`src/rtl/hazard_ctrl_pkg.sv`:
```
// hazard_ctrl_pkg: shared definitions for the issue/stall controller.
//   - opcode constants used by decode to classify instructions
//   - controller state encodings (RUN / DRAIN / FLUSH)
//   - scoreboard width and the hard-wired zero register
//   - reg_mask(): one-hot register mask helper
// Optional feature macro used by the importing files: HAZARD_CTRL_RETIRE_BYPASS_EN
package hazard_ctrl_pkg;

   // Opcode constants (RV32 major opcodes seen by decode)
   localparam logic [6:0] OPC_LOAD     = 7'b0000011;
   localparam logic [6:0] OPC_MISC_MEM = 7'b0001111;
   localparam logic [6:0] OPC_OP_IMM   = 7'b0010011;
   localparam logic [6:0] OPC_STORE    = 7'b0100011;
   localparam logic [6:0] OPC_OP       = 7'b0110011;
   localparam logic [6:0] OPC_BRANCH   = 7'b1100011;
   localparam logic [6:0] OPC_JAL      = 7'b1101111;
   localparam logic [6:0] OPC_SYSTEM   = 7'b1110011;

   localparam int         SB_W     = 32;
   localparam logic [4:0] REG_ZERO = 5'd0;

   typedef enum logic [1:0] {
      RUN   = 2'd0,
      DRAIN = 2'd1,
      FLUSH = 2'd2
   } state_t;

   // One-hot mask for register a, or all zeros when en is low.
   function automatic logic [SB_W-1:0] reg_mask(input logic en, input logic [4:0] a);
      logic [SB_W-1:0] m;
      m = '0;
      if (en) m[a] = 1'b1;
      return m;
   endfunction

endpackage

```
`src/rtl/hazard_scoreboard.sv`:
```
// hazard_scoreboard: in-flight destination register tracker.
// Ports:
//   clk, rst              clock, synchronous active-high reset
//   clr_v, clr_addr       retire of a writing instruction (clears a bit)
//   set_v, set_addr       issue of a writing instruction (sets a bit, x0 ignored)
//   q1_addr..q3_addr      lookup addresses (rs1, rs2, rd)
//   q1_hit..q3_hit        register busy and not x0
//   empty                 no register busy
//   pending               registered scoreboard, bit n = register n in flight
// Macro HAZARD_CTRL_RETIRE_BYPASS_EN: lookups and empty ignore the register
// being retired this cycle.
module hazard_scoreboard
   import hazard_ctrl_pkg::*;
(
   input  logic            clk,
   input  logic            rst,
   input  logic            clr_v,
   input  logic [4:0]      clr_addr,
   input  logic            set_v,
   input  logic [4:0]      set_addr,
   input  logic [4:0]      q1_addr,
   input  logic [4:0]      q2_addr,
   input  logic [4:0]      q3_addr,
   output logic            q1_hit,
   output logic            q2_hit,
   output logic            q3_hit,
   output logic            empty,
   output logic [SB_W-1:0] pending
);

   logic [SB_W-1:0] clr_mask;
   logic [SB_W-1:0] set_mask;
   logic [SB_W-1:0] view;

   assign clr_mask = reg_mask(clr_v, clr_addr);
   assign set_mask = reg_mask(set_v && (set_addr != REG_ZERO), set_addr);

   // Clear first, then set: a new writer of the retiring register keeps it busy.
   always_ff @(posedge clk) begin
      if (rst) pending <= '0;
      else     pending <= (pending & ~clr_mask) | set_mask;
   end

`ifdef HAZARD_CTRL_RETIRE_BYPASS_EN
   // Register file write-through makes the retiring value readable this cycle.
   assign view = pending & ~clr_mask;
`else
   assign view = pending;
`endif

   assign q1_hit = (q1_addr != REG_ZERO) && view[q1_addr];
   assign q2_hit = (q2_addr != REG_ZERO) && view[q2_addr];
   assign q3_hit = (q3_addr != REG_ZERO) && view[q3_addr];
   assign empty  = (view == '0);

endmodule

```
`src/rtl/hazard_ctrl.sv`:
```
// hazard_ctrl: issue/stall controller for the single-issue pipeline.
// Ports:
//   clk, rst                         clock, synchronous active-high reset
//   id_v, id_rs1/2, id_rs1/2_used    decoded instruction and its sources
//   id_rd, id_rd_we, id_serial       destination and serialising flag
//   redirect                         taken branch/jump resolved in execute
//   wb_done, wb_addr                 retire of a writing instruction
//   issue, stall_id                  combinational accept / hold decode
//   flush                            registered squash of fetch/decode
//   pending                          scoreboard of in-flight destinations
//   stall_cnt                        cycles with stall_id high (wrapping)
// Macro HAZARD_CTRL_RETIRE_BYPASS_EN: same-cycle retire satisfies a RAW/WAW
// and the drain empty test.
// Handshake: the decoded instruction is offered while id_v is high; it is
// consumed on a rising edge where issue is high, otherwise decode holds it
// when stall_id is high, or it is squashed when redirect/flush is active.
module hazard_ctrl
   import hazard_ctrl_pkg::*;
#(
   parameter int FLUSH_CYCLES = 2,
   parameter int CNT_W        = 32
) (
   input  logic             clk,
   input  logic             rst,
   input  logic             id_v,
   input  logic [4:0]       id_rs1,
   input  logic [4:0]       id_rs2,
   input  logic             id_rs1_used,
   input  logic             id_rs2_used,
   input  logic [4:0]       id_rd,
   input  logic             id_rd_we,
   input  logic             id_serial,
   input  logic             redirect,
   input  logic             wb_done,
   input  logic [4:0]       wb_addr,
   output logic             issue,
   output logic             stall_id,
   output logic             flush,
   output logic [SB_W-1:0]  pending,
   output logic [CNT_W-1:0] stall_cnt
);

   localparam logic [3:0] FLUSH_LOAD = 4'(FLUSH_CYCLES);

   state_t     state;
   state_t     state_nxt;
   logic [3:0] fcnt;
   logic [3:0] fcnt_nxt;
   logic       rs1_hit;
   logic       rs2_hit;
   logic       rd_hit;
   logic       sb_empty;
   logic       hazard;

   hazard_scoreboard u_sb (
      .clk      (clk),
      .rst      (rst),
      .clr_v    (wb_done),
      .clr_addr (wb_addr),
      .set_v    (issue && id_rd_we),
      .set_addr (id_rd),
      .q1_addr  (id_rs1),
      .q2_addr  (id_rs2),
      .q3_addr  (id_rd),
      .q1_hit   (rs1_hit),
      .q2_hit   (rs2_hit),
      .q3_hit   (rd_hit),
      .empty    (sb_empty),
      .pending  (pending)
   );

   // RAW on either used source, WAW on the destination.
   assign hazard = (id_rs1_used && rs1_hit) ||
                   (id_rs2_used && rs2_hit) ||
                   (id_rd_we    && rd_hit);

   // State register, flush counter and registered flush.
   always_ff @(posedge clk) begin
      if (rst) begin
         state <= RUN;
         fcnt  <= '0;
         flush <= 1'b0;
      end else begin
         state <= state_nxt;
         fcnt  <= fcnt_nxt;
         flush <= (state_nxt == FLUSH);
      end
   end

   // Next state: a redirect overrides everything and (re)arms the window.
   always_comb begin
      state_nxt = state;
      fcnt_nxt  = fcnt;
      if (redirect) begin
         state_nxt = FLUSH;
         fcnt_nxt  = FLUSH_LOAD;
      end else begin
         case (state)
            RUN:   if (id_v && id_serial) state_nxt = DRAIN;
            DRAIN: if (issue || !id_v) state_nxt = RUN;
            FLUSH: begin
               if (fcnt == 4'd1) begin
                  state_nxt = RUN;
                  fcnt_nxt  = '0;
               end else begin
                  fcnt_nxt = fcnt - 4'd1;
               end
            end
            default: state_nxt = RUN;
         endcase
      end
   end

   // Outputs: a squash (redirect or flush window) is never reported as a stall.
   always_comb begin
      issue = 1'b0;
      case (state)
         RUN:     issue = id_v && !redirect && !hazard && !id_serial;
         DRAIN:   issue = id_v && !redirect && sb_empty;
         default: issue = 1'b0;
      endcase
      stall_id = id_v && !issue && !redirect && (state != FLUSH);
   end

   always_ff @(posedge clk) begin
      if (rst)           stall_cnt <= '0;
      else if (stall_id) stall_cnt <= stall_cnt + CNT_W'(1);
   end

endmodule

```
`config.mk`:
```
export PLATFORM = sky130hd
export DESIGN_NAME = hazard_ctrl
export DESIGN_NICKNAME = d
export VERILOG_FILES = /design/src/rtl/hazard_ctrl_pkg.sv /design/src/rtl/hazard_scoreboard.sv /design/src/rtl/hazard_ctrl.sv
export SDC_FILE = /design/constraint.sdc
export NUM_CORES = 1
export LEC_CHECK = 0
export ABC_AREA = 1
export CAP_MARGIN = 30
export CORE_MARGIN = 5
export CORE_UTILIZATION = 30
export DETAILED_ROUTE_END_ITERATION = 16
export HOLD_SLACK_MARGIN = 0.06
export SYNTH_ARGS = -nofsm -noshare
export SYNTH_HDL_FRONTEND = slang
export SYNTH_SLANG_ARGS = --single-unit
```
`constraint.sdc`:
```
create_clock -name clk -period 1.74 [get_ports clk]
set_input_delay 0.174 -clock clk [delete_from_list [all_inputs] [get_ports clk]]
set_output_delay 0.174 -clock clk [all_outputs]
set_load 0.02 [all_outputs]
```
## Word level (Yosys, flattened, before mapping)

Index checks and enable logic that the tools add are counted.

- Bits in registers: 71
- Input bits: 29
- Output and inout port bits: 67
- Logic and storage cells: 76

- $add $sub $neg: 2
- Order comparisons: 6
- Eq/ne operators: 5
- Muxes and demuxes: 21
- Bitwise operators: 3
- Reduce and logical (&&, ||, !) cells: 33

Operator list:

| kind | number |
|---|---|
| $mux W32 | 2 |
| $add A32 B1 Y32 const B | 1 |
| $and A32 B32 Y32 | 1 |
| $logic_not A32 Y1 | 1 |
| $not A32 Y32 | 1 |
| $or A32 B32 Y32 | 1 |
| $lt A5 B6 Y1 const B | 4 |
| $logic_and A1 B1 Y1 | 18 |
| $bmux W1 S5 | 3 |
| $reduce_bool A5 Y1 | 3 |
| $mux W2 | 6 |
| $demux W1 S5 | 2 |
| $ge A5 B1 Y1 const B | 2 |
| $pmux W2 S3 | 1 |
| $logic_not A1 Y1 | 5 |
| $mux W1 | 5 |
| $eq A2 B2 Y1 const B | 2 |
| $eq A4 B1 Y1 const B | 1 |
| $mux W4 | 1 |
| $sub A4 B1 Y4 const B | 1 |
| $logic_or A1 B1 Y1 | 3 |
| $eq A2 B1 Y1 const B | 1 |
| $logic_not A2 Y1 | 1 |
| $ne A2 B2 Y1 const B | 1 |
| 3 further kinds | 3 |

## Logic depth before layout (Yosys ltp)

- Depth in word-level cells: 15
- Gate-level depth with buffers: 19
- Gate-level depth less buffers: 16

## Modules after synthesis

A second synthesis with hierarchy kept.

- Cells, all modules: 864
- Area total of the unflattened synthesis: 5,084.9 µm²

By module, submodules not included:

| module | times used | cells each | area each (µm²) | sequential area each (µm²) |
|---|---|---|---|---|
| hazard_scoreboard | 1 | 454 | 2,627.5 | 640.6 |
| hazard_ctrl | 1 | 410 | 2,457.4 | 780.7 |

## Least setup slack after synthesis

OpenSTA, ideal clock, no wires.

- Kind: register to register
- Start: reg stall_cnt[1]
- End: reg stall_cnt[30]
- Library setup time: 70 ps
- Data arrival time: 1,895 ps
- Data required time: 1,670 ps
- Path slack: -226 ps
- Stages on the path, launching flop included: 11
- Path buffers: 0
- Clock period less this slack: 1,966 ps
- Cell sequence: dfxtp_1 > ha_1 > inv_1 > nor3_1 > inv_1 > nor2_1 > inv_1 > nor4_1 > xor2_1 > nand2_1 > a21oi_1

- Cells in the longest elaborated chain, start to end: 1

RTL lines:

| item | line | text |
|---|---|---|
| start: declaration | hazard_ctrl.sv:40 | `output logic [CNT_W-1:0] stall_cnt` |
| start signal: assignment | hazard_ctrl.sv:127 | `else if (stall_id) stall_cnt <= stall_cnt + CNT_W'(1);` |
| $add A32 B1 Y32 | hazard_ctrl.sv:127 |  |

Every way passes these cells.
A chain may end at the register's enable or synchronous reset.

## Worst setup path after layout

- Start: reg u_sb.pending[13]
- End: reg u_sb.pending[10]

- Cells in the longest elaborated chain, start to end: 14
- Elaborated cells between the ends (all ways): 24
- Classes of those cells: 8 x mux; 1 x bitwise; 15 x reduce/logical

RTL lines:

| item | line | text |
|---|---|---|
| start: declaration | hazard_scoreboard.sv:28 | `output logic [SB_W-1:0] pending` |
| start signal: assignment | hazard_scoreboard.sv:41 | `else pending <= (pending & ~clr_mask) \| set_mask;` |
| $bmux W1 S5, on equally long branches | hazard_scoreboard.sv:51, hazard_scoreboard.sv:52 |  |
| $mux W1, on equally long branches | hazard_scoreboard.sv:51, hazard_scoreboard.sv:52 |  |
| $logic_and A1 B1 Y1, on equally long branches | hazard_scoreboard.sv:51, hazard_scoreboard.sv:52 |  |
| $logic_and A1 B1 Y1, on equally long branches | hazard_ctrl.sv:73, hazard_ctrl.sv:74 |  |
| $logic_or A1 B1 Y1 | hazard_ctrl.sv:73 | `assign hazard = (id_rs1_used && rs1_hit) \|\|` |
| $logic_or A1 B1 Y1 | hazard_ctrl.sv:74 | `(id_rs2_used && rs2_hit) \|\|` |
| $logic_not A1 Y1 | hazard_ctrl.sv:118 | `RUN: issue = id_v && !redirect && !hazard && !id_serial;` |
| $logic_and A1 B1 Y1 (2 in a row) | hazard_ctrl.sv:118 |  |
| $pmux W1 S2 * | hazard_ctrl.sv:117 | `case (state)` |
| $logic_and A1 B1 Y1 * | hazard_ctrl.sv:60 | `.set_v (issue && id_rd_we),` |
| $logic_and A1 B1 Y1 * | hazard_scoreboard.sv:36 | `assign set_mask = reg_mask(set_v && (set_addr != REG_ZERO), set_addr);` |
| $mux W32 * | hazard_ctrl_pkg.sv:32 | `if (en) m[a] = 1'b1;` |
| $or A32 B32 Y32 * | hazard_scoreboard.sv:41 |  |

Mark *: on every way between the ends. The rest lies on a longest branch, timed or not. The select of a mux whose other input is x is not followed.

==> impl_metrics.yaml <==
cells_and_area:
  area_growth_pct: 62.8
  multiInputGateArea_um2: 3130
  seq_area_um2: 1510
  final_net_count: 1095
  final_util: 0.497
  drive_gt1_frac: 0.257
  final_cell_mix: "283 x nand2_1, 143 x buf_4, 82 x clkdlybuf4s50_1"
  final_common_cell: "nand2_1"
  n_antenna_cell: 0
  nFillCells: 1653
clock_tree:
  cts_root_buf: "clkbuf_16"
  cts.clk_slew.worst_paths_ps: 60
  cts_max_level: 3
  cts_buffers: 9
  hold_buffers: 0
  clk_path_buf_depth: 2
  cts_tree: "done"
  cts_sinks: 71
  clkLatencyLatePin_ps: 340
global_route:
  grt_pass1_vias: 5753
  grt_max_degree: 43
  grtUsageTotal: 0.210
  grt.overflow.total: 0
  grt_pass1_wl_mm: 30.9
  grt_antenna_before_repair: 1
setup_path:
  worstPathRequired_ps: 2000
  path_class: "flip-flop to flip-flop"
  worstSetupStartpointType: "flip-flop"
  slowest_delay_ps: 370
  crit_slowest_cell: "dfxtp_4"
  critPathTopFamily: "simple AND/OR/NAND/NOR gates"
  arrival_ps: 2550
  end_kind: "flip-flop"
  critPathMaxFanout: 6
  cp_num_buf_inv: 4
  rrSetupSlack_ps: -540
  path_cells: "inv_4 -> nand4_1 -> nor4_4 -> nand4_1 -> buf_4 -> buf_4 -> a21oi_4 -> clkbuf_16 -> nand2_1 -> a21oi_2"
place:
  place.gp.congestion: 0.943
  numPortBuffers: 95
  dp_hpwl_mm: 14.5
sta:
  tightest_slew_ps: 532
  fin_skew_ps: 5.55
  clock.fmax_ghz: 0.438
  setup_viol: 66
  finalCritPeriodShare: 1.31
  whs_ps: 180
  rsz0062_at_grt: "yes"
  slew_viol_final: 0
  hold_viol: 0
  fin_ws_ps: -545
  max-slew-margin-rel: 0.645
  layout_min_cycle_time_ps: 2280
power:
  peakVddDrop_mv: 0.419
  p_per_area_nw_per_um2: 520
  swShare: 0.272
  power_frac_comb: 0.155
  seqPwrFrac: 0.395
  clkPwrFrac: 0.450
  p_int_uw: 2990
  switchingPower_uw: 1120
  leakage_uw: 0.00335
synthesis:
  syn-cell-area_um2: 4850
  synth.distinct_cells: 29
  synth_seq_area_share: 0.293
  syn_area_per_cell_um2: 5.90
  yosys_warnings: 0
  synth_nets: 853
  syn_inst: 821
  yosys_register_bits: 71
run_status:
  status: "finished, violations left"
  violations: "negative setup slack"
routing:
  viasPerCell: 4.98
  dr.pass1.iters: 7
  antenna_left: 0
  vias: 6395
  drt_wl_total_mm: 20.4
  drtIter0Drc: 520
  drc_errors: 0
  wl_per_cell_um: 15.9
floorplan:
  row_count: 46
  start_util: 0.305
  die_y_um: 137
  die_area_um2: 18800
  core_um2: 15900
  top_level_ports: 96
  die_x_um: 137
worst_hold_path:
  min_path_type: "primary input to flip-flop"
run:
  maxCapViolCount: 0
## final cells by class
cell class                      instances  share of cell area
Multi-Input combinational cell        628               0.396
Timing Repair Buffer                  258               0.296
Sequential cell                        71               0.191
Inverter                               95              0.0461
Tap cell                              216              0.0343
Clock buffer                           10              0.0290
Clock inverter                          6             0.00777
## timing repair
item / 4_1_cts / 5_1_grt
gates resized for setup: 81 / 27
setup buffers: 11 / 7
endpoints found under the setup margin: 66 / 66
pin swaps: 20 / 20
cloned: 2 / 5
## kinds of logic after synthesis
family	after synthesis	share of synthesized area
compound gates	122	0.134
xor+xnor	30	0.0542
fa+ha+maj	3	0.00775
buf+inv	122	0.101
flops	71	0.293
simple gates	473	0.410
## power by group through the flow
stage | Sequential [µW] | Combinational (µW) | Clock, µW
detailed placement | 1680 | 552 | 0
global placement | 1680 | 553 | 0
global route | 1620 | 688 | 1930
CTS | 1620 | 590 | 1880
floorplan | 1690 | 284 | 0
finish | 1620 | 635 | 1850
## state kept, by name, indices dropped and copies added, names as in the netlist
signal / flops
fcnt: 4
state: 2
u_sb.pending: 32
flush: 1
stall_cnt: 32
## routing by layer
metal  track usage  wire [µm]  part of all wire  vias up
li1              -          -                 -     3145
met1         0.303       9180              0.45     2935
met2         0.324       8930              0.44      269
met3        0.0320       1760             0.087       44
met4        0.0565        492             0.024        2
met5             0          8           0.00039        -
## final timing paths
check / startpoint / cells after the start / endpoint
hold reg to reg: fcnt[0] / 2 / fcnt[0]
setup reg to reg: u_sb.pending[13] / 10 / u_sb.pending[10]
setup / recovery: u_sb.pending[13] / 10 / u_sb.pending[10]
hold / removal: rst / 3 / fcnt[3]
## stage by stage
stage | area [µm²] | total power, µW | TNS [ps] | setup WS, ps | std cells
floorplan | 4950 | 1970 | -40.6 | -40.6 | 821
global placement | 7080 | 2240 | -53450 | -1080 | 1243
detailed placement | 7080 | 2230 | -51980 | -1050 | 1243
CTS | 7640 | 4090 | -16050 | -336 | 1272
global route | 7890 | 4240 | -37320 | -634 | 1284
finish | 7890 | 4100 | -27970 | -545 | 1284
## worst min-delay path: stages
cell	delay, ps
buf_2	110
nor2_1	60
o211a_1	120
## Yosys cell counts, drive strengths merged
cell type / count / area [µm²]
a21oi: 68 / 352
a31oi: 2 / 12.5
and2: 1 / 6.26
buf: 19 / 103
clkbuf: 8 / 30.0
clkinv: 2 / 7.51
dfxtp: 71 / 1420
ha: 3 / 37.5
inv: 93 / 349
nand2: 287 / 1080
nand3: 56 / 290
nand3b: 1 / 7.51
nand4: 18 / 119
nor2: 67 / 254
nor3: 32 / 160
nor3b: 1 / 7.51
nor4: 10 / 62.6
o211a: 1 / 10.0
o211ai: 8 / 60.1
o21ai: 42 / 210
o22ai: 1 / 6.26
xnor2: 3 / 26.3
xor2: 27 / 236
Note: power is estimated with default switching activity, not from simulation.
==> variant: new RTL, config.mk and constraints unchanged <==
The 3 states of `state_t` get a one-hot encoding in 3 bits.
--- a/src/rtl/hazard_ctrl_pkg.sv
+++ b/src/rtl/hazard_ctrl_pkg.sv
@@ -19,10 +19,10 @@
    localparam int         SB_W     = 32;
    localparam logic [4:0] REG_ZERO = 5'd0;
 
-   typedef enum logic [1:0] {
-      RUN   = 2'd0,
-      DRAIN = 2'd1,
-      FLUSH = 2'd2
+   typedef enum logic [2:0] {
+      RUN   = 3'b001,
+      DRAIN = 3'b010,
+      FLUSH = 3'b100
    } state_t;
 
    // One-hot mask for register a, or all zeros when en is low.
Formal check against the unedited RTL: no difference found for any inputs over 4 cycles, from zero or initial values and one cycle with rst high; so few cycles prove little.
==> variant against the original RTL <==
The run still ends with negative setup slack left. Highest routed layer is now met4. Hold slack worse by 0.070 ns. Global-route usage is 1.7 points lower. Total power is 1.7% higher. Die area is 2.0% higher. Fmax is 6.4% higher. Largest cell class unchanged. Critical endpoint unchanged. Count of clock-buffer cells in the layout stayed put. Clock skew is 0.0017 ns higher. Wire length is 5.5% lower. Synthesized area is 2.1% higher. Cell area is 1.7% lower. Sequential cell count is 1 higher. Worst setup slack better by 0.14 ns.
==> variant: results (changes against the original RTL) <==
* Leakage power at 3.33 nW (-0.54%)
* Switching component of the power at 1.14 mW (+2.0%)
* Number of nets at the end of the flow at 1091 (-0.37%)
* Vias in the first global route at 5895 (+2.5%)
* Proportion of layout cells with a drive suffix above 1 at 0.240 (-0.0169)
* Run status: finished with violations
* Cell variety after synth at 28 (-3.4%)
* Crit path setup slack, layout at -0.407 ns (+0.138 ns)
* Largest driver fanout on the critical path at 5 (-1)
* Vias after detailed routing at 6339 (-0.88%)
* Initial antenna violation count at 0 (-1)
* GRT Total Usage at 0.193 (-0.0165)
* Violated checks: negative setup slack
* Global routing met1 resource utilization at 0.270 (-0.0330)
* Sum Neg Setup Slack at -20.92 ns (+7.06 ns)
* Tightest Pin Transition at 0.430 ns (-0.103 ns)
* Gp weighted congestion at 0.946 (+0.35%)
* GR Util met3 at 0.0366 (+0.00462)
* Synth area leaders: dfxtp_1, nand2_1, inv_1
* Share of synthesized area occupied by flip-flops and latches at 0.291 (-0.00211)
* Maximum vdd drop at 417 uV (-0.50%)
* Commonest cells post-synth: nand2_1, inv_1, dfxtp_1, a21oi_1, nand3_1
* Crit path max-delay family: buffers and inverters
* Final-report setup violation count at 67 (+1.5%)
* Number of design-rule violations left by the first detailed-router iteration at 642 (+23%)
variant: changes by cell type in the layout (fill, tap and decap cells not counted), moves of 6 or more:
cell | before | now
dfxtp_4 | 16 | 2
buf_6 | 14 | 23
dfxtp_2 | 19 | 30
a21oi_2 | 13 | 20
a21oi_1 | 54 | 47
nand2_2 | 3 | 13
nand3_1 | 51 | 61
dlygate4sd2_1 | 10 | 4
buf_4 | 143 | 108
xor2_1 | 27 | 21
nand2_1 | 283 | 298
o211ai_1 | 8 | 2
xnor2_1 | 3 | 9
variant: kinds of logic after synthesis:
| logic type | after synthesis | synth area share |
|---|---|---|
| adder cells (fa/ha/maj) | 3 | 0.00758 |
| XOR/XNOR | 30 | 0.0531 |
| AND/OR/NAND/NOR | 503 | 0.427 |
| AO/OA/AOI/OAI | 112 | 0.118 |
| buffers and inverters | 126 | 0.103 |
| flip-flops | 72 | 0.291 |
variant: metal layers:
layer	vias up	wire (um)
met5	-	0
met4	0	354
met3	33	1360
met2	261	8620
met1	2897	8920
li1	3148	-
variant: path summary, 6_finish.rpt:
kind                            cells past startpoint  slack (ns)             start               end
worst max-delay path                               11       -0.41  u_sb.pending[25]  u_sb.pending[10]
worst min-delay path                                2        0.11               rst          state[2]
worst max register to register                     11       -0.41  u_sb.pending[25]  u_sb.pending[10]
worst min register to register                      1        0.45           fcnt[3]           fcnt[3]
variant: power groups by stage:
| stage | clock (mW) | combinational (mW) | sequential, mW |
|---|---|---|---|
| CTS | 1.91 | 0.593 | 1.67 |
| global placement | 0 | 0.572 | 1.71 |
| detailed placement | 0 | 0.571 | 1.71 |
| floorplan | 0 | 0.294 | 1.71 |
| global route | 1.99 | 0.684 | 1.67 |
| finish | 1.88 | 0.623 | 1.67 |
variant: cell type report:
cell class | count | area [um^2] | area share
Multi-Input combinational cell | 648 | 3200 | 0.412
Timing Repair Buffer | 231 | 2120 | 0.274
Sequential cell | 72 | 1490 | 0.192
Inverter | 97 | 377 | 0.0485
Tap cell | 220 | 275 | 0.0355
Clock buffer | 10 | 229 | 0.0295
Clock inverter | 6 | 68.8 | 0.00887
variant: through the flow:
stage	utilization	area, um^2	instances	setup slack [ns]	hold slack [ns]
floorplan	-	5020	846	-0.00853	0.350
global placement	0.431	7060	1257	-1.02	0.442
detailed placement	0.431	7060	1257	-1.01	0.444
CTS	0.455	7470	1276	-0.373	0.102
global route	0.473	7760	1284	-0.499	0.131
finish	0.473	7760	1284	-0.407	0.110
variant: timing repair:
item | 4_1_cts | 5_1_grt
gates cloned | 1 | 2
endpoints found under the setup margin | 67 | 67
pin swaps | 7 | 21
resized for setup | 47 | 64
setup buffers | 2 | 6
